`src/rtl/uart_frame_decoder.sv`:
```
// uart_frame_decoder: pulls SYNC/LEN/payload/CHK frames from a UART rx FIFO,
// verifies the XOR checksum and replays the buffered payload on a valid/ready stream.
module uart_frame_decoder #(
    parameter int          MAX_LEN        = 16,
    parameter logic [7:0]  SYNC           = 8'hA5,
    parameter int          TIMEOUT_CYCLES = 100_000
) (
    input  logic       clk,
    input  logic       rst,
    input  logic [7:0] fifo_data_i,
    input  logic       fifo_empty_i,
    output logic       fifo_rd_en_o,
    output logic [7:0] m_data_o,
    output logic       m_valid_o,
    input  logic       m_ready_i,
    output logic       m_last_o,
    output logic       frame_ok_o,
    output logic       frame_err_o,
    output logic [1:0] err_code_o,
    output logic       busy_o
);
    localparam int IW = $clog2(MAX_LEN + 1);
    localparam int AW = MAX_LEN > 1 ? $clog2(MAX_LEN) : 1;
    localparam int TW = $clog2(TIMEOUT_CYCLES + 1);

    typedef enum logic [2:0] {S_IDLE, S_LEN, S_PAYLOAD, S_CHK, S_EMIT} state_t;

    state_t        state;
    logic [7:0]    buffer [MAX_LEN];
    logic [IW-1:0] len;
    logic [IW-1:0] idx;
    logic [IW-1:0] nidx;
    logic [7:0]    csum;
    logic [TW-1:0] cnt;

    // Reset gates the pop so a held-in-reset block never drains the FIFO.
    assign fifo_rd_en_o = rst && !fifo_empty_i && (state != S_EMIT);
    assign busy_o       = state != S_IDLE;
    assign nidx         = idx + IW'(1);

    always_ff @(posedge clk)
        if (state == S_PAYLOAD && fifo_rd_en_o)
            buffer[AW'(idx)] <= fifo_data_i;

    always_ff @(posedge clk or negedge rst) begin
        if (!rst) begin
            state       <= S_IDLE;
            len         <= '0;
            idx         <= '0;
            csum        <= '0;
            cnt         <= '0;
            m_data_o    <= '0;
            m_valid_o   <= 1'b0;
            m_last_o    <= 1'b0;
            frame_ok_o  <= 1'b0;
            frame_err_o <= 1'b0;
            err_code_o  <= '0;
        end else begin
            frame_ok_o  <= 1'b0;
            frame_err_o <= 1'b0;
            case (state)
                S_IDLE: begin
                    cnt <= '0;
                    if (fifo_rd_en_o && fifo_data_i == SYNC)
                        state <= S_LEN;
                end
                S_LEN, S_PAYLOAD, S_CHK: begin
                    if (!fifo_rd_en_o) begin
                        if (cnt == TW'(TIMEOUT_CYCLES - 1)) begin
                            cnt         <= '0;
                            state       <= S_IDLE;
                            frame_err_o <= 1'b1;
                            err_code_o  <= 2'd2;
                        end else begin
                            cnt <= cnt + TW'(1);
                        end
                    end else begin
                        cnt <= '0;
                        if (state == S_LEN) begin
                            if (fifo_data_i == 8'd0 || fifo_data_i > 8'(MAX_LEN)) begin
                                state       <= S_IDLE;
                                frame_err_o <= 1'b1;
                                err_code_o  <= 2'd1;
                            end else begin
                                len   <= IW'(fifo_data_i);
                                csum  <= fifo_data_i;
                                idx   <= '0;
                                state <= S_PAYLOAD;
                            end
                        end else if (state == S_PAYLOAD) begin
                            csum <= csum ^ fifo_data_i;
                            idx  <= nidx;
                            if (idx == len - IW'(1))
                                state <= S_CHK;
                        end else if (fifo_data_i == csum) begin
                            frame_ok_o <= 1'b1;
                            state      <= S_EMIT;
                            idx        <= '0;
                            m_valid_o  <= 1'b1;
                            m_data_o   <= buffer[0];
                            m_last_o   <= len == IW'(1);
                        end else begin
                            state       <= S_IDLE;
                            frame_err_o <= 1'b1;
                            err_code_o  <= 2'd3;
                        end
                    end
                end
                S_EMIT: begin
                    cnt <= '0;
                    if (m_ready_i) begin
                        if (m_last_o) begin
                            m_valid_o <= 1'b0;
                            m_last_o  <= 1'b0;
                            state     <= S_IDLE;
                        end else begin
                            idx      <= nidx;
                            m_data_o <= buffer[AW'(nidx)];
                            m_last_o <= nidx == len - IW'(1);
                        end
                    end
                end
                default: state <= S_IDLE;
            endcase
        end
    end
endmodule

```
`config.mk`:
```
export PLATFORM = sky130hd
export DESIGN_NAME = uart_frame_decoder
export DESIGN_NICKNAME = d
export VERILOG_FILES = /design/src/rtl/uart_frame_decoder.sv
export SDC_FILE = /design/constraint.sdc
export NUM_CORES = 1
export LEC_CHECK = 0
export ABC_AREA = 1
export BUFFER_PORTS_ARGS = -buffer_cell sky130_fd_sc_hd__buf_4
export CORE_ASPECT_RATIO = 0.9
export CORE_UTILIZATION = 65
export DETAILED_ROUTE_END_ITERATION = 10
export PLACE_DENSITY = 0.83
export SYNTH_ARGS = -nofsm -noshare
export SYNTH_HDL_FRONTEND = slang
export SYNTH_SLANG_ARGS = --single-unit
export TNS_END_PERCENT = 20
```
`constraint.sdc`:
```
create_clock -name clk -period 6.4 [get_ports clk]
set_input_delay 0.32 -clock clk [delete_from_list [all_inputs] [get_ports clk]]
set_output_delay 0.32 -clock clk [all_outputs]
set_load 0.02 [all_outputs]
```
* Yosys cells after proc, flatten, opt, wreduce, memory -nomap -nowiden
Memory sizes are Yosys's and may differ from the RTL's.
Cells that the tools add are included.
W data, S select, Z words.
** Storage, ports and cells
- ROM bits :: 0
- Bits of input ports :: 12
- RAM bits :: 128
- Bits in latches :: 0
- Bits in registers :: 52
- Memories kept :: 1
** Memory list
- buffer :: depth 16, width 8, rd ports 2, clocked after Yosys merged registers in 0, wr ports 1, line 29 : logic [7:0] buffer [MAX_LEN];
** Operators by class
- Bitwise gates (word level) :: 2
- Div/mod/pow operators :: 0
- Multiply operators :: 0
- Add/subtract/negate cells :: 3
- Muxes and demuxes :: 66
- Magnitude comparators :: 1
- Shift-type cells :: 0
- Reductions and logical operators :: 23
- Equal/unequal tests :: 27
** Operator list (number)
- $mux W8 :: 9
- $mux W5 :: 7
- $mux W17 :: 2
- $pmux W17 S2 :: 1
- $mux W3 :: 9
- $mux W1 :: 26
- $ne A2 B2 Y1 const B :: 9
- $add A17 B1 Y17 const B :: 1
- $eq A17 B17 Y1 const B :: 1
- $pmux W8 S2 :: 1
- $ne A3 B3 Y1 const B :: 5
- $mux W2 :: 7
- $reduce_and A7 Y1 :: 2
- $reduce_and A6 Y1 :: 2
- $eq A5 B5 Y1 :: 2
- $pmux W5 S2 :: 1
- $reduce_and A5 Y1 :: 2
- $pmux W3 S3 :: 1
- $eq A8 B8 Y1 :: 1
- $eq A8 B8 Y1 const B :: 1
- $gt A8 B5 Y1 const B :: 1
- $logic_not A8 Y1 :: 1
- $reduce_and A4 Y1 :: 2
- $reduce_bool A2 Y1 :: 4
- other kinds (19) :: 24

* Logic depth before layout (Yosys ltp)
Gate-level depths: netlist of run 1.
- Word-level depth :: 7
- Depth in mapped cells :: 16
- Mapped depth without buffers :: 12

* Worst setup path before layout of run 1
Ideal clock, no wire load.
- Kind :: register to register
- Start :: reg idx[0]
- End :: reg m_data_o[0]
- Stages on the path, launching flop included :: 17
- Arrival :: 2.195 ns
- Path slack :: 4.140 ns
- Buffers on the path :: 5
- Cell sequence :: dfrtp_1 -> buf_2 -> inv_2 -> buf_2 -> buf_2 -> ha_1 -> buf_2 -> inv_1 -> buf_1 -> nand3_1 -> nand3_1 -> nand3_1 -> nand2_1 -> nand2_1 -> nand2_1 -> nand2_1 -> nand2_1
** Between the ends
- Word-level cells in the longest chain between the ends :: 5
** Ends and longest elaborated chain
- start: declaration :: line 31 : logic [IW-1:0] idx;
- start signal: assignment :: line 92 : idx <= nidx;
- start signal: assignment :: line 117 : idx <= nidx;
- $add A5 B1 Y5 :: line 39 : assign nidx = idx + IW'(1);
- $mem_v2 Z16 W8
- $mux W8 :: line 112 : if (m_last_o) begin
- $mux W8 :: line 111 : if (m_ready_i) begin
- $pmux W8 S2 :: line 61 : case (state)
- end signal: assignment :: line 100 : m_data_o <= buffer[0];
- end signal: assignment :: line 118 : m_data_o <= buffer[AW'(nidx)];
- end: declaration :: line 13 : output logic [7:0] m_data_o,
No other way between the ends. The select of a mux whose other input is x is not followed.
A chain may end at the register's enable or synchronous reset.

* Worst setup path in the final report of run 1
- Start :: reg idx[0]
- End :: reg m_data_o[1]
The elaborated chain is that of the path after synthesis.

==> qor.yml, run 1 <==
status: "complete, but fails checks"
violations: "DRC"
num_antenna_cells: 0
htree_levels: 4
synth.most_common_cell: "nand2_1"
setup_violations: 0
tns_ns: 0
crit_fanout: 71
synth.top_cells.by_area: "edfxtp_1 44%, nand2_1 17%, dfrtp_1 15%"
stdcell_count: 1202
worst_slack_ns: 3.33
grt_first_pass_wirelength_mm: 32.7
finalCritPeriodShare: 0.479
grt-ovfl-total: 0
clk_pin_slew_ns: 0.07
seq_area_frac_synth: 0.582
die_area_sq_mm: 0.0141
crit_top_cell: "nand2_1"
routed-via-count: 6826
via_per_inst: 5.68
dpl_cell_area_sq_mm: 0.00910
synth-edff-count: 128
min_period_ns: 3.07
post_cts_buffers: 0
cts_buffers: 17
cts_tree: "done"
cts_resized: 0
drc: 2
numClockSinks: 180
detail_route.iter0.violations: 859
cpMaxStageDelayCell: "inv_1"
synth_area_leader_cell: "edfxtp_1"
synth_flop_cell: "edfxtp_1"
dp_slack_ns: 3.47
drv_slew: 0
final_area_sq_mm: 0.00972
syn_nets: 1020
power.leakage_nw: 4.35
grt_max_degree: 72
cap_violations: 0
worstPathArrival_ns: 3.44
ant_nets: 0
syn_avg_cell_area_sq_um: 8.83
worst_slew_pin_slew_ns: 1.12
cts_buffer_depth: 2
numPortBuffers: 27
rsz0062_at_grt: "no"
path_cells: "buf_4 > inv_2 > ha_1 > inv_1 > nand2_1 > nand3_1 > nand3_1 > nand2_1 > nand2_1 > nand2_1 > nand2_1 > nand2_1"
ys_warn_count: 0
fin_nets: 1040
dp_hpwl_mm: 13.0
placedCellCount: 1169
core_area_sq_mm: 0.0133
cp.required_ns: 6.78
num_rows: 40
clk_root_buffer_cell: "clkbuf_16"
async_reset_ff_frac: 0.289
timing.max_slew.rel_slack: 0.255
power_density_mw_per_mm2: 298
io_pins: 28
die_y_um: 113
synth-seq-cells: 180
synth_cell_types: 39
antenna_found_initial: 0
critical_path.max_stage_delay_ns: 0.81
vdd_drop_max_uv: 251
clock.fmax_ghz: 0.326
die_w_um: 125
min_path_type: "in2reg"
path_class: "reg2reg"
wirelength_mm: 20.2
clk_latency_ns: 0.44
nFillCells: 949
syn2layout_area_growth_pct: 9.98
cp.buffers_inverters: 3
wl_per_cell_um: 16.8
drtPass1Iterations: 9
hold_viol_final: 0
cts-hold-fix-buffers: 1
globalplace.congestion: 0.908
drive_gt1_frac: 0.0880
netlist_instances: 1001
grtUsageTotal: 0.308
skew_ns: 0.0107
cp_top_family: "buffers and inverters"
grt_pass1_vias: 6408
end_kind: "flip-flop"
synth_top_area_share: 0.435
worstSetupStartpointType: "flip-flop"
synth_common_cells: "391 x nand2_1, 128 x edfxtp_1, 122 x inv_1, 113 x nand3_1, 54 x nor2_1"
syn_area_sq_mm: 0.00883
start_util: 0.664
layout make-up:
class                   instances  area (sq um)  share of cell area
flip-flops and latches        180          5150               0.530
multi-input cells             661          3030               0.311
inverters                     130           493              0.0507
clock buffers                  18           429              0.0442
repair buffers                 31           235              0.0242
well taps                     168           210              0.0216
clock inverters                14           178              0.0183
routing by layer:
layer,global-route usage,up-vias,part of all wire
met5,0,-,0
met4,0.133,0,0.025
met3,0.0710,49,0.074
met2,0.473,277,0.47
met1,0.427,3237,0.43
li1,-,3263,-
final timing paths:
check,cells past startpoint,to,slack [ns],from
setup / recovery,12,m_data_o[1]$_DFFE_PN0P_,3.33,idx[0]$_DFFE_PN0P_
hold / removal,4,state[2]$_DFFE_PN0P_,0.24,m_ready_i
setup reg to reg,12,m_data_o[1]$_DFFE_PN0P_,3.33,idx[0]$_DFFE_PN0P_
hold reg to reg,2,m_data_o[2]$_DFFE_PN0P_,0.49,m_data_o[2]$_DFFE_PN0P_
max in group asynchronous,2,idx[0]$_DFFE_PN0P_,5.44,rst
min in group asynchronous,2,cnt[15]$_DFFE_PN0P_,0.45,rst
report_power, final:
group          switching (W)  leakage, nW  total [W]  internal (W)
registers          0.0000433         1.83    0.00135       0.00131
logic               0.000313         2.23   0.000459      0.000146
clock network       0.000464        0.290    0.00108      0.000619
placed cells by master, fill, tap and decap left out, drive strengths merged:
| cell | netlist | layout |
|---|---|---|
| a21oi | 10 | 10 |
| a22o | 1 | 1 |
| a31oi | 1 | 1 |
| buf | 24 | 30 |
| bufinv | 0 | 3 |
| clkbuf | 6 | 18 |
| clkinv | 1 | 7 |
| clkinvlp | 0 | 2 |
| dfrtp | 52 | 52 |
| dlygate4sd3 | 0 | 1 |
| edfxtp | 128 | 128 |
| ha | 7 | 7 |
| inv | 129 | 132 |
| nand2 | 393 | 393 |
| nand3 | 122 | 122 |
| nand3b | 1 | 1 |
| nand4 | 11 | 11 |
| nor2 | 59 | 59 |
| nor3 | 4 | 4 |
| o211ai | 7 | 7 |
| o21ai | 28 | 28 |
| o22ai | 3 | 3 |
| o31ai | 1 | 1 |
| xnor2 | 4 | 4 |
| xor2 | 9 | 9 |
flip-flops by register name, summed over array words and instances (netlist names):
name / count
m_data_o: 8
cnt: 17
state: 3
len: 5
err_code_o: 2
m_last_o: 1
csum: 8
idx: 5
buffer: 128
m_valid_o: 1
frame_err_o: 1
frame_ok_o: 1
metrics by stage:
stage                util  total power, W  hold slack, ns
global placement    0.684         0.00180           0.396
CTS                 0.730         0.00289           0.227
global route        0.730         0.00300           0.256
floorplan               -         0.00168          0.0244
finish              0.730         0.00289           0.241
detailed placement  0.684         0.00182           0.400
cells by family (layout without fill, tap and decap cells):
logic type	Yosys count	in the layout	share of synthesized area
AND/OR/NAND/NOR	590	590	0.281
flip-flops	180	180	0.582
buffers and inverters	160	193	0.0752
AO/OA/AOI/OAI	51	51	0.0338
XOR/XNOR	13	13	0.0176
adder cells (fa/ha/maj)	7	7	0.00991
tightest hold or removal path: stages:
cell     delay [ns]
buf_4          0.11
inv_1          0.06
o21ai_0        0.09
nand2_1        0.07
Power figures use the tool's default switching activity.
==> run 2: changes to the inputs <==
--- a/config.mk
+++ b/config.mk
@@ -8,9 +8,9 @@
 export ABC_AREA = 1
 export BUFFER_PORTS_ARGS = -buffer_cell sky130_fd_sc_hd__buf_4
 export CORE_ASPECT_RATIO = 0.9
-export CORE_UTILIZATION = 65
+export CORE_UTILIZATION = 56
 export DETAILED_ROUTE_END_ITERATION = 10
-export PLACE_DENSITY = 0.83
+export PLACE_DENSITY = 0.76
 export SYNTH_ARGS = -nofsm -noshare
 export SYNTH_HDL_FRONTEND = slang
 export SYNTH_SLANG_ARGS = --single-unit
==> constraint.sdc (replaced) <==
create_clock -name clk -period 2.8 [get_ports clk]
set_input_delay 0.14 -clock clk [delete_from_list [all_inputs] [get_ports clk]]
set_output_delay 0.14 -clock clk [all_outputs]
set_load 0.02 [all_outputs]
==> qor.yml, run 2 (synthesis gave the netlist of run 1 again) <==
grt-ovfl-total: 0
die_y_um: 121
wirelength_mm: 20.9
reg_top3: "buffer x128, cnt x17"
cp_top_family: "simple AND/OR/NAND/NOR gates"
r2r_end: "buffer[11][5]$_DFFE_PP_"
crit-reg2reg-launch: "state[2]$_DFFE_PN0P_"
cp.required_ns: 2.87
post_cts_buffers: 0
multiInputGateArea_sq_mm: 0.00303
critical_path_depth: 5
grt_max_degree: 70
rsz0062_at_grt: "no"
worstSetupStartpointType: "flip-flop"
syn2layout_area_growth_pct: 11.7
tns_ns: 0
layout_common_cells: "391 x nand2_1, 128 x edfxtp_1, 122 x inv_1, 113 x nand3_1, 54 x nor2_1"
start_util: 0.574
pwr-share-seq: 0.481
dp_hpwl_mm: 13.6
stdcell_count: 1257
top_register: "buffer"
cpMaxStageDelayCell: "nor2_1"
num_rows: 43
worst_slew_pin_slew_ns: 0.863
drtPass1Iterations: 6
end_kind: "flip-flop"
path_cells: "nor2_1 > nand2_1 > nor2_1 > nand2_1 > nor2_1"
cts_tree: "done"
drv_slew: 0
critPathCapture: "buffer[11][5]$_DFFE_PP_"
min_path_type: "in2reg"
routed-via-count: 6801
layout_commonest_cell: "nand2_1"
seqCellArea_sq_mm: 0.00515
detail_route.iter0.violations: 791
drc: 0
clk_latency_ns: 0.44
placedCellCount: 1224
crit_top_cell: "nor2_1"
p_sw_frac: 0.281
post-route-util: 0.641
antenna_found_initial: 0
largest_reg_flops: 128
numClockSinks: 180
power.leakage_nw: 4.45
globalplace.congestion: 0.904
nFillCells: 1258
die_w_um: 134
status: "completed"
skew_ns: 0.00971
ant_nets: 0
reg2regPathDepth: 5
clock.fmax_ghz: 0.444
drive_gt1_frac: 0.105
worstPathArrival_ns: 2.32
path_class: "reg2reg"
cts_buffers: 17
setup_violations: 0
power_density_mw_per_mm2: 649
timing.max_slew.rel_slack: 0.422
grt_pass1_vias: 5964
r2r_slack_ns: 0.55
grtUsageTotal: 0.270
cts_buffer_depth: 2
numPortBuffers: 27
grt_first_pass_wirelength_mm: 32.1
via_per_inst: 5.41
io_pins: 28
p_int_w: 0.00460
num_antenna_cells: 0
min_period_ns: 2.25
vdd_drop_max_uv: 504
cap_violations: 0
pwr-share-clk: 0.355
critPathLaunch: "state[2]$_DFFE_PN0P_"
critical_path.max_stage_delay_ns: 0.55
finalCritPeriodShare: 0.804
die_area_sq_mm: 0.0163
fin_nets: 1061
core_area_sq_mm: 0.0154
wl_per_cell_um: 16.7
cts_resized: 0
crit_fanout: 8
p_sw_w: 0.00180
htree_levels: 4
power_frac_comb: 0.165
cts-hold-fix-buffers: 1
hold_viol_final: 0
clk_pin_slew_ns: 0.06
cp.buffers_inverters: 0
clk_root_buffer_cell: "clkbuf_16"
-- run 2: changes by cell type in the layout (fill, tap and decap cells not counted), moves of 2 or more --
cell	before	now
clkbuf_16	17	19
clkbuf_1	1	3
clkinv_2	1	6
buf_4	30	51
clkbuf_8	0	2
bufinv_16	3	0
clkinv_4	5	1
-- run 2: stage by stage --
step	cell area [sq um]	hold WS [ns]	setup WS (ns)	total power, W
6_report	9870	0.103	0.549	0.00640
5_1_grt	9870	0.103	0.349	0.00665
4_1_cts	9870	0.0875	0.535	0.00641
3_5_place_dp	9300	0.320	0.544	0.00416
3_3_place_gp	9300	0.320	0.668	0.00413
2_1_floorplan	8830	-0.156	0.540	0.00385
-- run 2: worst min path at each step --
stage | slack, ns | end | start | depth (start not counted)
after global placement | 0.32 | cnt[3]$_DFFE_PN0P_ | rst | 2
after detailed placement | 0.32 | cnt[3]$_DFFE_PN0P_ | rst | 2
final | 0.10 | csum[4]$_DFFE_PN0P_ | fifo_data_i[4] | 3
after global routing | 0.10 | buffer[15][6]$_DFFE_PP_ | fifo_data_i[6] | 1
after floorplan | -0.16 | cnt[0]$_DFFE_PN0P_ | rst | 0
after CTS | 0.09 | state[2]$_DFFE_PN0P_ | m_ready_i | 4
-- run 2: power by group through the flow --
stage | clock network, W | logic (W) | registers (W)
3_3_place_gp | 0 | 0.00101 | 0.00312
2_1_floorplan | 0 | 0.000691 | 0.00315
5_1_grt | 0.00237 | 0.00119 | 0.00309
4_1_cts | 0.00228 | 0.00105 | 0.00308
6_report | 0.00227 | 0.00105 | 0.00308
3_5_place_dp | 0 | 0.00103 | 0.00313
-- run 2: routing by layer --
| metal | GRT usage | wire length [um] |
|---|---|---|
| met1 | 0.392 | 9320 |
| met2 | 0.411 | 9530 |
| met3 | 0.0556 | 1720 |
| met4 | 0.0822 | 373 |
| met5 | 0 | 0 |
-- run 2: layout make-up --
class	instances	share of cell area
flip-flops and latches	180	0.521
multi-input cells	661	0.307
clock buffers	24	0.0521
inverters	130	0.0499
repair buffers	52	0.0398
well taps	202	0.0256
clock inverters	8	0.00469
-- run 2: worst register-to-register path, cell delays in order, from the launching register on --
cell and delay [ns]:
dfrtp_1 0.45, nor2_1 0.13, nand2_1 0.15, nor2_1 0.42, nand2_1 0.18, nor2_1 0.55
